File: config.mk
export PLATFORM = sky130hd
export DESIGN_NAME = fir_decim_avg_flat
export DESIGN_NICKNAME = d
export VERILOG_FILES = /design/src/rtl/fir_decim_avg_if.sv /design/src/rtl/fir_decim_avg.sv /design/src/flat_wrapper.sv
export SDC_FILE = /design/constraint.sdc
export NUM_CORES = 1
export LEC_CHECK = 0
export ABC_AREA = 0
export BUFFER_PORTS_ARGS = -buffer_cell sky130_fd_sc_hd__buf_4
export CORE_ASPECT_RATIO = 0.7
export CORE_MARGIN = 1
export CORE_UTILIZATION = 35
export DETAILED_ROUTE_END_ITERATION = 16
export PLACE_DENSITY = 0.51
export SETUP_SLACK_MARGIN = 0.5
export SYNTH_ARGS = -nofsm -noshare
export SYNTH_HDL_FRONTEND = slang
export SYNTH_SLANG_ARGS = --single-unit
File: constraint.sdc
create_clock -name clk -period 8.1 [get_ports clk]
set_clock_uncertainty 0.2 [all_clocks]
set_input_delay 0.81 -clock clk [delete_from_list [all_inputs] [get_ports clk]]
set_output_delay 0.81 -clock clk [all_outputs]
set_load 0.02 [all_outputs]
File: src/rtl/fir_decim_avg_if.sv
// fir_decim_avg_if: sample stream in, averaged result out with valid/ready
interface fir_decim_avg_if #(
   parameter int WIDTH     = 30,
   parameter int OUT_WIDTH = 16
);
   logic signed [WIDTH-1:0]     din;
   logic                        din_valid;
   logic [3:0]                  dec_log2;
   logic                        sync_clr;
   logic signed [OUT_WIDTH-1:0] dout;
   logic                        dout_sat;
   logic                        dout_valid;
   logic                        dout_ready;
   logic                        overrun;
   modport master (
      output din, din_valid, dec_log2, sync_clr, dout_ready,
      input  dout, dout_sat, dout_valid, overrun
   );
   modport slave (
      input  din, din_valid, dec_log2, sync_clr, dout_ready,
      output dout, dout_sat, dout_valid, overrun
   );
endinterface

File: src/rtl/fir_decim_avg.sv
// fir_decim_avg: 2^k boxcar decimator with gain shift, round-half-up, saturation and valid/ready output
module fir_decim_avg #(
   parameter int WIDTH     = 30,
   parameter int OUT_WIDTH = 16,
   parameter int MAX_LOG2  = 8,
   parameter int SHIFT     = 13
) (
   input logic           clk,
   input logic           rst,
   fir_decim_avg_if.slave bus
);
   localparam int AW = WIDTH + MAX_LOG2;
   localparam int CW = MAX_LOG2 + 1;
   localparam int RW = AW + 1 - SHIFT;
   localparam int SW = $clog2(MAX_LOG2 + SHIFT + 1);
   localparam logic signed [RW-1:0] OMAX = RW'((1 << (OUT_WIDTH - 1)) - 1);
   localparam logic signed [RW-1:0] OMIN = ~OMAX;
   typedef enum logic {IDLE, ACC} state_t;
   state_t                      state_q, state_d;
   logic signed [AW-1:0]        acc_q, acc_d, din_ext, sum;
   logic [CW-1:0]               cnt_q, cnt_d, cnt_inc;
   logic [3:0]                  k_q, k_d, k_in;
   logic                        fin_v_q, fin_v_d;
   logic signed [AW-1:0]        fin_acc_q, fin_acc_d;
   logic [3:0]                  fin_k_q, fin_k_d;
   logic                        r1_v_q;
   logic signed [RW-1:0]        r1_q, r1_d;
   logic [SW-1:0]               sh;
   logic [AW:0]                 rnd;
   logic signed [AW:0]          t;
   logic                        hi, lo, free, wr, drop, start;
   logic signed [OUT_WIDTH-1:0] dout_q, dout_d, sat_val;
   logic                        sat_q, sat_d, vld_q, vld_d, ovr_q, ovr_d;
   always_comb begin
      k_in      = (bus.dec_log2 > 4'(MAX_LOG2)) ? 4'(MAX_LOG2) : bus.dec_log2;
      din_ext   = {{MAX_LOG2{bus.din[WIDTH-1]}}, bus.din};
      sum       = acc_q + din_ext;
      cnt_inc   = cnt_q + 1'b1;
      start     = bus.din_valid && (state_q == IDLE || bus.sync_clr);
      state_d   = state_q;
      acc_d     = acc_q;
      cnt_d     = cnt_q;
      k_d       = k_q;
      fin_v_d   = 1'b0;
      fin_acc_d = fin_acc_q;
      fin_k_d   = fin_k_q;
      if (start) begin
         k_d     = k_in;
         acc_d   = din_ext;
         cnt_d   = CW'(1);
         state_d = (k_in == 4'd0) ? IDLE : ACC;
         if (k_in == 4'd0) begin
            fin_v_d   = 1'b1;
            fin_acc_d = din_ext;
            fin_k_d   = 4'd0;
         end
      end else if (bus.sync_clr) begin
         state_d = IDLE;
         acc_d   = '0;
         cnt_d   = '0;
      end else if (state_q == ACC && bus.din_valid) begin
         acc_d = sum;
         cnt_d = cnt_inc;
         if (cnt_inc == (CW'(1) << k_q)) begin
            state_d   = IDLE;
            fin_v_d   = 1'b1;
            fin_acc_d = sum;
            fin_k_d   = k_q;
         end
      end
   end
   // Round stage: one bit of headroom above the accumulator so the bias add never wraps.
   always_comb begin
      sh   = SW'(fin_k_q) + SW'(SHIFT);
      rnd  = {{AW{1'b0}}, 1'b1} << (sh - 1'b1);
      t    = {fin_acc_q[AW-1], fin_acc_q} + rnd;
      r1_d = RW'(t >>> sh);
   end
   always_comb begin
      hi      = r1_q > OMAX;
      lo      = r1_q < OMIN;
      sat_val = hi ? {1'b0, {(OUT_WIDTH-1){1'b1}}} : lo ? {1'b1, {(OUT_WIDTH-1){1'b0}}} : r1_q[OUT_WIDTH-1:0];
      free    = !vld_q || bus.dout_ready;
      wr      = r1_v_q && free;
      drop    = r1_v_q && !free;
      dout_d  = wr ? sat_val : dout_q;
      sat_d   = wr ? (hi | lo) : sat_q;
      vld_d   = wr | (vld_q & ~bus.dout_ready);
      ovr_d   = (ovr_q & ~bus.sync_clr) | drop;
   end
   always_ff @(posedge clk) begin
      if (rst) begin
         state_q   <= IDLE;
         acc_q     <= '0;
         cnt_q     <= '0;
         k_q       <= '0;
         fin_v_q   <= 1'b0;
         fin_acc_q <= '0;
         fin_k_q   <= '0;
         r1_v_q    <= 1'b0;
         r1_q      <= '0;
         dout_q    <= '0;
         sat_q     <= 1'b0;
         vld_q     <= 1'b0;
         ovr_q     <= 1'b0;
      end else begin
         state_q   <= state_d;
         acc_q     <= acc_d;
         cnt_q     <= cnt_d;
         k_q       <= k_d;
         fin_v_q   <= fin_v_d;
         fin_acc_q <= fin_acc_d;
         fin_k_q   <= fin_k_d;
         r1_v_q    <= fin_v_q;
         r1_q      <= r1_d;
         dout_q    <= dout_d;
         sat_q     <= sat_d;
         vld_q     <= vld_d;
         ovr_q     <= ovr_d;
      end
   end
   assign bus.dout       = dout_q;
   assign bus.dout_sat   = sat_q;
   assign bus.dout_valid = vld_q;
   assign bus.overrun    = ovr_q;
endmodule

File: src/flat_wrapper.sv
// flat-port wrapper written by rule: the top's interface ports become plain ports
module fir_decim_avg_flat 
#(
   parameter int WIDTH     = 30,
   parameter int OUT_WIDTH = 16,
   parameter int MAX_LOG2  = 8,
   parameter int SHIFT     = 13
)
  (clk, rst, bus_din, bus_din_valid, bus_dec_log2, bus_sync_clr, bus_dout_ready, bus_dout, bus_dout_sat, bus_dout_valid, bus_overrun);
  fir_decim_avg_if #(.WIDTH(WIDTH), .OUT_WIDTH(OUT_WIDTH)) bus_i ();
  input logic clk;
  input logic rst;
  input wire logic [$bits(bus_i.din)-1:0] bus_din;
  input wire logic [$bits(bus_i.din_valid)-1:0] bus_din_valid;
  input wire logic [$bits(bus_i.dec_log2)-1:0] bus_dec_log2;
  input wire logic [$bits(bus_i.sync_clr)-1:0] bus_sync_clr;
  input wire logic [$bits(bus_i.dout_ready)-1:0] bus_dout_ready;
  output wire logic [$bits(bus_i.dout)-1:0] bus_dout;
  output wire logic [$bits(bus_i.dout_sat)-1:0] bus_dout_sat;
  output wire logic [$bits(bus_i.dout_valid)-1:0] bus_dout_valid;
  output wire logic [$bits(bus_i.overrun)-1:0] bus_overrun;
  assign bus_i.din = bus_din;
  assign bus_i.din_valid = bus_din_valid;
  assign bus_i.dec_log2 = bus_dec_log2;
  assign bus_i.sync_clr = bus_sync_clr;
  assign bus_i.dout_ready = bus_dout_ready;
  assign bus_dout = bus_i.dout;
  assign bus_dout_sat = bus_i.dout_sat;
  assign bus_dout_valid = bus_i.dout_valid;
  assign bus_overrun = bus_i.overrun;
  fir_decim_avg #(.WIDTH(WIDTH), .OUT_WIDTH(OUT_WIDTH), .MAX_LOG2(MAX_LOG2), .SHIFT(SHIFT)) u_core (.clk(clk), .rst(rst), .bus(bus_i));
endmodule
; ---- Yosys cells after proc, flatten, opt, wreduce, memory -nomap -nowiden
; Cells that the tools add are included.
[totals]
register_bits = 141
in_bits = 39
output_inout_bits = 19
wordCells = 81
[op_classes]
add_sub_neg = 5
n_lt_le_gt_ge = 3
eq_ne = 3
shifts = 3
n_mux = 29
bitwise = 8
reduce_logical = 16
[op_table]
columns = cell, count
row1 = two-way mux 38 bit, 8
row2 = adder 39 bit, 1
row3 = << shifter 1 x 5 -> 39 bit (first input constant), 1
row4 = >>> shifter 39 x 5 -> 26 bit, 1
row5 = adder 38 x 30 -> 38 bit, 1
row6 = two-way mux 16 bit, 2
row7 = greater-than comparator 26 x 16 -> 1 bit (second input constant), 1
row8 = < comparator 26 x 16 -> 1 bit (second input constant), 1
row9 = two-way mux 4 bit, 6
row10 = two-way mux 1 bit, 13
row11 = adder 9 x 1 -> 9 bit (second input constant), 1
row12 = == test 9 bit, 1
row13 = << shifter 1 x 4 -> 9 bit (first input constant), 1
row14 = nonzero test 3 bit, 2
row15 = adder 4 x 4 -> 5 bit (second input constant), 1
row16 = subtractor 5 x 1 -> 5 bit (second input constant), 1
row17 = greater-than comparator 4 bit (second input constant), 1
row18 = logical AND 1 bit, 4
row19 = logical NOT 4 bit, 1
row20 = AND reduction 4 bit, 1
row21 = nonzero test 2 bit, 2
row22 = inverter 1 bit, 3
row23 = OR 1 bit, 3
row24 = OR reduction 3 bit, 1
row25 = other kinds (6), 9

; ---- Depth between registers and ports, before layout
[depth]
depth_word = 6
mapped_depth = 24

; ---- Worst setup path after synthesis
; No wires, ideal clock.
[synth_timing]
path_type = reg2reg
from = reg u_core.fin_k_q[0]
to = reg u_core.r1_q[19]
setup_ns = 0.129
t_arrival_ns = 5.378
t_required_ns = 7.771
setup_slack_ns = 2.393
path_stages_with_launch = 22
period_less_slack_ns = 5.707
path_cell_list = dfxtp_1 -> inv_1 -> buf_1 -> clkbuf_1 -> clkbuf_1 -> ha_1 -> clkbuf_1 -> nor2_1 -> nand2_1 -> nand2_1 -> nor4_1 -> ha_1 -> o21a_1 -> o2111ai_1 -> a2111o_1 -> a31oi_4 -> o31a_4 -> and3_1 -> or2_1 -> mux4_2 -> o211ai_2 -> o21ai_1
[synth_between]
elab_chain_cells = 5
[synth_lines]
columns = item, line_no
row1 = from (decl), fir_decim_avg.sv:25  ; logic [3:0] fin_k_q, fin_k_d;
row2 = from (signal assigned), fir_decim_avg.sv:113  ; fin_k_q <= fin_k_d;
row3 = adder 4 x 4 -> 5 bit *, fir_decim_avg.sv:74  ; sh = SW'(fin_k_q) + SW'(SHIFT);
row4 = subtractor 5 x 1 -> 5 bit, fir_decim_avg.sv:75  ; rnd = {{AW{1'b0}}, 1'b1} << (sh - 1'b1);
row5 = << shifter 1 x 5 -> 39 bit, fir_decim_avg.sv:75
row6 = adder 39 bit, fir_decim_avg.sv:76  ; t = {fin_acc_q[AW-1], fin_acc_q} + rnd;
row7 = >>> shifter 39 x 5 -> 26 bit *, fir_decim_avg.sv:77  ; r1_d = RW'(t >>> sh);
row8 = to (signal assigned), fir_decim_avg.sv:115  ; r1_q <= r1_d;
row9 = to (decl), fir_decim_avg.sv:27  ; logic signed [RW-1:0] r1_q, r1_d;
; Every way passes the cells marked *; elsewhere a longest branch is shown, timed or not.
; A chain may end at the register's enable or synchronous reset.

; ---- Worst setup path after layout
[layout_timing]
from = reg u_core.fin_k_q[0]
to = reg u_core.r1_q[6]
; Same word-level chain as after synthesis.

==> results_dict.tcl <==
set metrics [dict create \
    run_status "finished clean" \
    layout-drive-gt1-share_pct 9.37 \
    path_cells "inv_1 -> ha_1 -> nor2_1 -> nand3_1 -> a21oi_1 -> and2_1 -> ha_1 -> a21oi_1 -> o21ai_0 -> nor2_1 -> nand4bb_1 -> a41oi_1 -> xnor2_1 -> o211ai_1 -> nor3_1 -> a311oi_1 -> a221oi_1" \
    effective_utilization_at_floorplan_pct 35.8 \
    route.detailed.drc 0 \
    first_pass_iters 5 \
    yosys_warnings 0 \
    report.final.slew_viol_count 0 \
    design.final.nets 1875 \
    timing.fmax_mhz 157 \
    routed_wirelength_mm 49.4 \
    cts_tree "done" \
    yosys.cell_types.count 96 \
    r2r_start "u_core.fin_k_q[0]" \
    clock-sinks 141 \
    routedWlPerCell_um 21.9 \
    core_um2 36200 \
    critical_path_peak_fanout 17 \
    rsz0062_at_grt "no" \
    syn-mean-instance-area_um2 7.33 \
    vias_per_cell 6.14 \
    antenna_cells_inserted 0 \
    final_hold_violation_count 0 \
    ant_nets 0 \
    root_buffer "sky130_fd_sc_hd__clkbuf_16" \
    slew_headroom_pct 25.4 \
    ys_ff_latch 141 \
    total_of_hold_buffers_inserted_after_clock_tree_synthesis 0 \
    slowest_stage "sky130_fd_sc_hd__nor2_1" \
    cell_type_with_the_largest_total_area_after_synthesis "sky130_fd_sc_hd__dfxtp_1" \
    worstSetupStartpointType "flop" \
    setup_viol 0 \
    syn_inst_count 1770 \
    max_slew.worst_pin.slew_ns 1.12 \
    setup_tns_final_ns 0 \
    netlist_area_um2 13000 \
    p_sw_share_pct 34.5 \
    synthToLayoutAreaGrowth_pct 10.6 \
    clock_power_share_pct 40.3 \
    grt_start_max_net_pins 65 \
    die_area_um2 37800 \
    grt_pass1_vias 12500 \
    path_class "flop to flop" \
    final_core_util_pct 39.6 \
    power.share.combinational_pct 22.9 \
    placed_cell_area_um2 13800 \
    yosysTopAreaCellShare_pct 21.8 \
    clk_path_buf_depth 2 \
    port_buffers 57 \
    ir_worst_vdd_uv 141 \
    final_cell_area_um2 14300 \
    number_of_levels_in_the_clock_h_tree 4 \
    postCtsResizedCells 0 \
    cellPowerDensity_nw_per_um2 142 \
    cts-buffers-inserted 17 \
    gpl.final_weighted_congestion 1.00 \
    synth_seq_area_share_pct 21.8 \
    ioPinCount 58 \
    worst-endpoint-required_ns 8.16 \
    hpwlAfterDp_mm 37.4 \
    path_delay_family "compound AO/OA/AOI/OAI gates" \
    hold_ws_ns 0.239 \
    cts_post_setup_buffers_inserted 0 \
    timing.critical_path.from "u_core.fin_k_q[0]" \
    path_buf_inv 1 \
    cts.clk_slew.worst_paths_ns 0.07 \
    cell_internal_pwr_uw 1330 \
    std_cell_rows 58 \
    critPathCaptureType "flop" \
    power.net_switching_uw 700 \
    pwr-share-seq_pct 36.8 \
    worst_ep_arrival_time_ns 6.41 \
    max_stage_delay_ns 0.66 \
    cap_viol_max_count 0 \
    routed_vias 13800 \
    antenna_found_initial 0 \
    fillCellCount 3824 \
    period_share_pct 78.4 \
    power.static_leakage_uw 0.00565 \
    ys_top_cells_by_area "sky130_fd_sc_hd__dfxtp_1 22%, sky130_fd_sc_hd__ha_1 7.2%, sky130_fd_sc_hd__a21oi_1 6.7%" \
    number_of_enable_flip_flop_cells_after_synthesis 0 \
    hp-class "flop to flop" \
    async_flop_share_pct 0 \
    worstSkewPairLatency_ns 0.45 \
    grt_use_total_pct 26.2 \
    global_route.overflow_total 0 \
    postSynth.topFlopCell "sky130_fd_sc_hd__dfxtp_1" \
    global_route_wire_length_before_repair_mm 76.0 \
    die_height_um 163 \
    drtIter0Drc 1402 \
    period_minus_slack_ns 6.35 \
    die_width_um 232 \
    hold_start "u_core.fin_v_q" \
]
[Yosys cell counts (41+ instances only)]
| cell | n |
|---|---|
| sky130_fd_sc_hd__a211oi_1 | 41 |
| sky130_fd_sc_hd__a21o_1 | 44 |
| sky130_fd_sc_hd__a21oi_1 | 174 |
| sky130_fd_sc_hd__clkbuf_1 | 81 |
| sky130_fd_sc_hd__dfxtp_1 | 141 |
| sky130_fd_sc_hd__ha_1 | 75 |
| sky130_fd_sc_hd__inv_1 | 49 |
| sky130_fd_sc_hd__nand2_1 | 212 |
| sky130_fd_sc_hd__nor2_1 | 183 |
| sky130_fd_sc_hd__nor3_1 | 53 |
| sky130_fd_sc_hd__o211ai_1 | 47 |
| sky130_fd_sc_hd__o21ai_0 | 101 |
| sky130_fd_sc_hd__xnor2_1 | 52 |
[placed cells by master (no fill, tap or decap), types with 35 or more instances in the layout]
master,count
sky130_fd_sc_hd__a21o_1,44
sky130_fd_sc_hd__ha_1,75
sky130_fd_sc_hd__o211ai_1,47
sky130_fd_sc_hd__xnor2_1,49
sky130_fd_sc_hd__a21oi_1,173
sky130_fd_sc_hd__nor2_1,182
sky130_fd_sc_hd__buf_4,77
sky130_fd_sc_hd__nand2_1,212
sky130_fd_sc_hd__dfxtp_1,140
sky130_fd_sc_hd__o21ai_0,101
sky130_fd_sc_hd__inv_1,49
sky130_fd_sc_hd__nand3_1,35
sky130_fd_sc_hd__a211oi_1,41
sky130_fd_sc_hd__nor3_1,52
[per-layer routing]
metal | part of all wire [%] | GRT usage (%) | wire length [um]
met1 | 50 | 40.3 | 24900
met2 | 40 | 36.4 | 19600
met3 | 8.8 | 5.90 | 4330
met4 | 1.3 | 5.26 | 631
met5 | 0 | 0 | 0
[metrics by stage]
stage	power, uW	setup WS, ns	cells
2_1_floorplan	1080	2.39	1777
3_3_place_gp	1220	1.82	2220
3_5_place_dp	1220	1.87	2220
4_1_cts	2040	1.87	2252
5_1_grt	2130	1.24	2252
6_report	2030	1.75	2252
[sequential cells by signal, summed over array words and instances, names as in the netlist]
name,flops
u_core.acc_q,38
u_core.bus.dout,16
u_core.bus.dout_sat,1
u_core.bus.dout_valid,1
u_core.bus.overrun,1
u_core.cnt_q,9
u_core.fin_acc_q,38
u_core.fin_k_q,4
u_core.fin_v_q,1
u_core.k_q,4
u_core.r1_q,26
u_core.r1_v_q,1
u_core.state_q,1
[worst paths after layout]
path	end	slack, ns	cells after the start
max reg2reg	u_core.r1_q[6]	1.75	17
min reg2reg	u_core.r1_v_q	0.24	1
max	u_core.r1_q[6]	1.75	17
min	u_core.r1_v_q	0.24	1
[power groups by stage]
stage	Combinational, uW	Clock [uW]	Sequential, uW
after CTS	458	839	747
after floorplan	332	0	750
final	466	818	748
after global routing	513	863	750
after detailed placement	456	0	763
after global placement	453	0	763
[kinds of logic (layout without fill, tap and decap cells)]
family / count (synthesis) / in the layout / synth area share [%]
other: 2 / 9 / 0.0579
AO/OA/AOI/OAI: 631 / 631 / 33.1
AND/OR/NAND/NOR: 635 / 635 / 22.7
adder cells (fa/ha/maj): 77 / 77 / 7.55
buffers and inverters: 164 / 159 / 5.09
flip-flops: 141 / 141 / 21.8
XOR/XNOR: 80 / 80 / 5.40
multiplexers: 40 / 40 / 4.28
[final cells by class]
class | count | area, um2 | share of cell area [%]
clock buffer | 17 | 425 | 2.97
clock inverter | 15 | 165 | 1.15
inverter | 50 | 188 | 1.31
multi-input combinational | 1472 | 9570 | 66.7
sequential | 141 | 2820 | 19.7
tap | 480 | 601 | 4.19
timing repair buffer | 77 | 578 | 4.03
Power figures use the tool's default switching activity.
